## config.mk

```make
export PLATFORM = sky130hd
export DESIGN_NAME = tone_period_detector_flat
export DESIGN_NICKNAME = d
export VERILOG_FILES = /design/src/rtl/tone_period_detector_if.sv /design/src/rtl/tone_period_detector.sv /design/src/flat_wrapper.sv
export SDC_FILE = /design/constraint.sdc
export NUM_CORES = 1
export LEC_CHECK = 0
export ABC_AREA = 1
export CORE_UTILIZATION = 55
export DETAILED_ROUTE_END_ITERATION = 8
export PLACE_DENSITY = 0.74
export RECOVER_POWER = 25
export SLEW_MARGIN = 30
export SYNTH_ARGS = -nofsm -noshare
export SYNTH_HDL_FRONTEND = slang
export SYNTH_SLANG_ARGS = --single-unit
```

## constraint.sdc

```tcl
create_clock -name clk -period 2.4 [get_ports clk]
set_clock_uncertainty 0.15 [all_clocks]
set_input_delay 0.24 -clock clk [delete_from_list [all_inputs] [get_ports clk]]
set_output_delay 0.24 -clock clk [all_outputs]
set_load 0.01 [all_outputs]
```

## src/rtl/tone_period_detector_if.sv

```systemverilog
// Signal bundle between a tone source/consumer and the tone period detector.
// The master drives the tone line and observes measurements; the slave is the detector.
interface tone_period_detector_if;
    logic        tone_in;
    logic        period_valid;
    logic [14:0] half_period;
    logic        match;
    logic        locked;
    logic        timeout;

    modport master (
        output tone_in,
        input  period_valid,
        input  half_period,
        input  match,
        input  locked,
        input  timeout
    );

    modport slave (
        input  tone_in,
        output period_valid,
        output half_period,
        output match,
        output locked,
        output timeout
    );
endinterface

```

## src/rtl/tone_period_detector.sv

```systemverilog
// Measures every half-period of a square-wave tone and reports match/lock against a target.
//   state   | meaning
//   IDLE    | no reference edge yet (after reset or timeout); next edge only arms
//   MEASURE | measuring; fewer than LOCK_COUNT consecutive matches
//   LOCKED  | LOCK_COUNT consecutive matches seen, no mismatch or timeout since
module tone_period_detector #(
    parameter int TARGET_HALF = 11363,
    parameter int TOL         = 256,
    parameter int LOCK_COUNT  = 4
) (
    input  logic                  clk,
    input  logic                  rst,
    tone_period_detector_if.slave bus
);

    localparam int              MCW     = $clog2(LOCK_COUNT + 1);
    localparam logic [14:0]     LO      = 15'(TARGET_HALF - TOL);
    localparam logic [14:0]     HI      = 15'(TARGET_HALF + TOL);
    localparam logic [MCW-1:0]  MC_FULL = MCW'(LOCK_COUNT);
    localparam logic [14:0]     CNT_MAX = 15'h7fff;
    localparam logic [14:0]     CNT_TO  = 15'h7ffe;

    localparam logic [1:0] IDLE    = 2'd0;
    localparam logic [1:0] MEASURE = 2'd1;
    localparam logic [1:0] LOCKED  = 2'd2;

    logic           s1, s2, s3;
    logic [14:0]    cnt;
    logic [MCW-1:0] match_cnt;
    logic [1:0]     state;

    logic           tone_edge;
    logic [14:0]    n_meas;
    logic           in_tol;
    logic [MCW-1:0] mc_next;

    assign tone_edge = s2 ^ s3;
    assign n_meas    = cnt + 15'd1;
    assign in_tol    = (n_meas >= LO) && (n_meas <= HI);
    assign mc_next   = (match_cnt == MC_FULL) ? match_cnt : match_cnt + MCW'(1);

    always_ff @(posedge clk or posedge rst) begin
        if (rst) begin
            s1               <= 1'b0;
            s2               <= 1'b0;
            s3               <= 1'b0;
            cnt              <= '0;
            match_cnt        <= '0;
            state            <= IDLE;
            bus.period_valid <= 1'b0;
            bus.half_period  <= '0;
            bus.match        <= 1'b0;
            bus.locked       <= 1'b0;
            bus.timeout      <= 1'b0;
        end else begin
            s1 <= bus.tone_in;
            s2 <= s1;
            s3 <= s2;

            bus.period_valid <= 1'b0;
            bus.timeout      <= 1'b0;

            if (tone_edge)
                cnt <= '0;
            else if (cnt != CNT_MAX)
                cnt <= cnt + 15'd1;

            // An edge on the saturation cycle is a valid measurement, so it beats the timeout.
            if (tone_edge) begin
                if (state == IDLE) begin
                    state <= MEASURE;
                end else begin
                    bus.period_valid <= 1'b1;
                    bus.half_period  <= n_meas;
                    bus.match        <= in_tol;
                    if (in_tol) begin
                        match_cnt <= mc_next;
                        if (mc_next == MC_FULL) begin
                            bus.locked <= 1'b1;
                            state      <= LOCKED;
                        end
                    end else begin
                        match_cnt  <= '0;
                        bus.locked <= 1'b0;
                        state      <= MEASURE;
                    end
                end
            end else if (state != IDLE && cnt == CNT_TO) begin
                bus.timeout <= 1'b1;
                state       <= IDLE;
                bus.locked  <= 1'b0;
                bus.match   <= 1'b0;
                match_cnt   <= '0;
            end
        end
    end

endmodule

```

## src/flat_wrapper.sv

```systemverilog
// flat-port wrapper written by rule: the top's interface ports become plain ports
module tone_period_detector_flat 
#(
    parameter int TARGET_HALF = 11363,
    parameter int TOL         = 256,
    parameter int LOCK_COUNT  = 4
)
  (clk, rst, bus_tone_in, bus_period_valid, bus_half_period, bus_match, bus_locked, bus_timeout);
  tone_period_detector_if bus_i ();
  input  logic clk;
  input  logic rst;
  input wire logic [$bits(bus_i.tone_in)-1:0] bus_tone_in;
  output wire logic [$bits(bus_i.period_valid)-1:0] bus_period_valid;
  output wire logic [$bits(bus_i.half_period)-1:0] bus_half_period;
  output wire logic [$bits(bus_i.match)-1:0] bus_match;
  output wire logic [$bits(bus_i.locked)-1:0] bus_locked;
  output wire logic [$bits(bus_i.timeout)-1:0] bus_timeout;
  assign bus_i.tone_in = bus_tone_in;
  assign bus_period_valid = bus_i.period_valid;
  assign bus_half_period = bus_i.half_period;
  assign bus_match = bus_i.match;
  assign bus_locked = bus_i.locked;
  assign bus_timeout = bus_i.timeout;
  tone_period_detector #(.TARGET_HALF(TARGET_HALF), .TOL(TOL), .LOCK_COUNT(LOCK_COUNT)) u_core (.clk(clk), .rst(rst), .bus(bus_i));
endmodule
```

==> results.yml <==
logic_synthesis:
  netlist_top_cells_count: "85 x nand2_1, 42 x dfrtp_1, 31 x inv_1"
  synthMuxAreaShare_pct: 0
  synth_xor_area_share_pct: 1.215
  syn_area_sq_um: 2163
  synth_area_leaders: "dfrtp_1 49%, nand2_1 15%, o21ai_0 6.2%"
  ys_seq_area_share_pct: 48.58
  async_reset_ff_share_pct: 100.0
  synthSimpleGateAreaFrac_pct: 31.69
  ys.flop_type: "dfrtp_1"
  netlist.area_leader.share_pct: 48.58
  synth_top_cell_by_area: "dfrtp_1"
  synth_top_family_by_area: "simple AND/OR/NAND/NOR gates"
  syn_area_per_cell_sq_um: 7.953
  ys_warn_count: 0
  synth-seq-cells: 42
  yosysMostFrequentCell: "nand2_1"
  synth_cell_types: 30
  postSynthCellCount: 272
  syn-num-nets: 279
  synth-compound-area-share_pct: 9.196
  synth_edf_count: 0
  synth-adder-area-share_pct: 2.313
sta:
  min_period_ns: 2.173
  slew_viol_final: 0
  tightest_slew_ns: 1.000
  tns_ns: 0
  finalSetupViolCount: 0
  rsz0062_at_grt: "false"
  fmax_mhz: 460.2
  period_share_pct: 90.55
  hold_viol_final: 0
  hold_ws_ns: 0.2032
  slew_headroom_pct: 33.32
critical_path:
  r2r_start: "u_core.cnt[1]"
  critPathLaunch: "u_core.cnt[1]"
  critPathKind: "register to register"
  ff2ff_setup_slack_ns: 0.23
  crit_required_ns: 2.48
  cp_max_fo: 8
  arrival_ns: 2.25
  r2r_cells: 15
  crit_path_end: "u_core.bus.locked"
  crit_path_start_kind: "register"
  endpoint_kind: "register"
  reg2reg_to: "u_core.bus.locked"
clock_tree:
  cts_tree: "done"
  h-tree-depth: 2
  hold_buffers: 0
  post_cts_buffers: 0
  ctsLongestPathBuffers: 2
  cts_resized: 0
  cts.sinks: 42
  root_buffer: "clkbuf_8"
  clkTransAtPathRegs_ns: 0.07
  cts_made_buffers: 5
  clk_latency_ns: 0.29
floorplanning:
  dieWidth_um: 64.72
  die_area_sq_um: 4188
  core_area_sq_um: 3716
  die_h_um: 64.72
  rows: 22
  initial_core_util_pct: 58.22
  io_pins: 22
layout:
  n_fill_cell: 323
  layout-drive-gt1-share_pct: 12.25
  finalNetCount: 308
  area_growth_pct: 17.64
  diodes: 0
global_routing:
  overflow: 0
  grt_pass1_wl_mm: 7.948
  grtUsageTotal_pct: 24.97
  grt_pass1_vias: 1843
  grt_max_degree: 43
  antenna_found_initial: 0
routing:
  drt_iter0_markers: 165
  drtPass1Iterations: 4
  via_per_inst: 5.346
  routedWlPerCell_um: 12.70
  drc: 0
  antenna_left: 0
  vias: 1871
  drt_wl_total_mm: 4.444
outcome:
  status: "complete, no violations"
pwr:
  power_density_nw_per_um2: 570.1
  peakVddDrop_mv: 0.4372
  power.leakage_uw: 0.001209
flow_run:
  cap_violations: 0
placement:
  hpwl_mm: 3.334
  port_buffers: 21
  globalplace.congestion: 0.9231
worst_hold_path:
  hold_class: "register to register"
-- worst min path at each step --
stage	start	endpoint	slack, ns	depth (start not counted)
floorplan	bus_tone_in	u_core.s1	0.12	0
global placement	u_core.s1	u_core.s2	0.18	0
detailed placement	u_core.s1	u_core.s2	0.19	0
CTS	u_core.s1	u_core.s2	0.21	0
global route	u_core.s1	u_core.s2	0.22	0
finish	u_core.s1	u_core.s2	0.20	0
-- critical path, stage by stage (launching register included) --
cell and delay [ns]:
dfrtp_1 0.43, ha_1 0.23, inv_1 0.11, nor2_8 0.17, nand2_2 0.10, nand2_1 0.07
nand2_1 0.08, nand2_1 0.07, nand2_1 0.05, nand2_1 0.07, nand3_2 0.06, nor2_2 0.11
nand2_2 0.09, o21ai_1 0.17, nand2_1 0.07, nand2_1 0.06
-- sequential cells by signal, indices dropped and copies added (netlist names), 2 cells and up --
| name | flops |
|---|---|
| u_core.cnt | 15 |
| u_core.bus.half_period | 15 |
| u_core.state | 2 |
| u_core.match_cnt | 3 |
-- power by group --
part | leakage, uW | internal (uW) | switching, uW | total (uW)
combinational | 0.000594 | 88.2 | 134 | 223
sequential | 0.000567 | 743 | 26.3 | 769
clock | 0.0000482 | 232 | 227 | 459
-- routing by layer --
layer / GRT usage, % / vias up / share of wire (%)
li1: - / 922 / -
met4: 9.722 / 0 / 1.2
met5: 0 / - / 0
met2: 41.15 / 42 / 47
met1: 31.46 / 899 / 47
met3: 5.986 / 8 / 4.4
-- cell families after synthesis --
group,Yosys count
AOI/OAI and AO/OA,37
buffers and inverters,40
xor gates and xnor gates,3
DFF,42
and+or+nand+nor,146
adders and majority gates,4
-- stage by stage --
stage	util [%]	total power, uW	worst slack [ns]	cells	cell area [sq um]
after floorplan	-	911.0	0.4977	272	2163
after global placement	66.09	1000	0.3364	342	2456
after detailed placement	66.09	1007	0.2707	342	2456
after CTS	68.55	1459	0.2494	350	2547
after global routing	68.48	1527	0.01763	350	2545
final	68.48	1451	0.2269	350	2545
-- placed cells by master (no fill, tap or decap) --
master           synthesis  layout
dfrtp_1                 42      42
nor3_1                   1       1
o21ai_1                  4       4
o21bai_1                 1       1
nor2_8                   1       1
inv_1                   31      31
clkinv_1                 1       1
dlygate4sd3_1            0       2
or2_2                    1       1
nand2_4                  1       1
nor4_1                   1       1
nor2_4                   2       2
xor2_1                   1       1
o21ai_2                  2       2
inv_2                    3       3
buf_4                    0       4
nand3_1                 17      17
clkinv_2                 1       2
nor2_1                  17      17
nand2_2                  5       5
ha_1                     4       4
nor4_2                   1       1
nor2_2                   4       4
nand3_2                  4       4
nand4_1                  6       6
xnor2_1                  2       2
a21boi_0                 1       1
a21oi_1                  1       1
nand2_1                 85      85
clkbuf_8                 0       6
a31oi_1                  1       1
clkdlybuf4s50_1          0      19
o21ai_0                 27      27
clkbuf_2                 0       1
clkbuf_1                 4       1
-- area by class of cell --
type	count	area (sq um)	share of cell area, %
Clock buffer	7	86.33	3.392
Clock inverter	1	5.005	0.1967
Inverter	36	136.4	5.359
Multi-Input combinational cell	190	960.9	37.76
Sequential cell	42	1051	41.30
Tap cell	48	60.06	2.360
Timing Repair Buffer	26	245.2	9.636
Note: power is estimated with default switching activity, not from simulation.
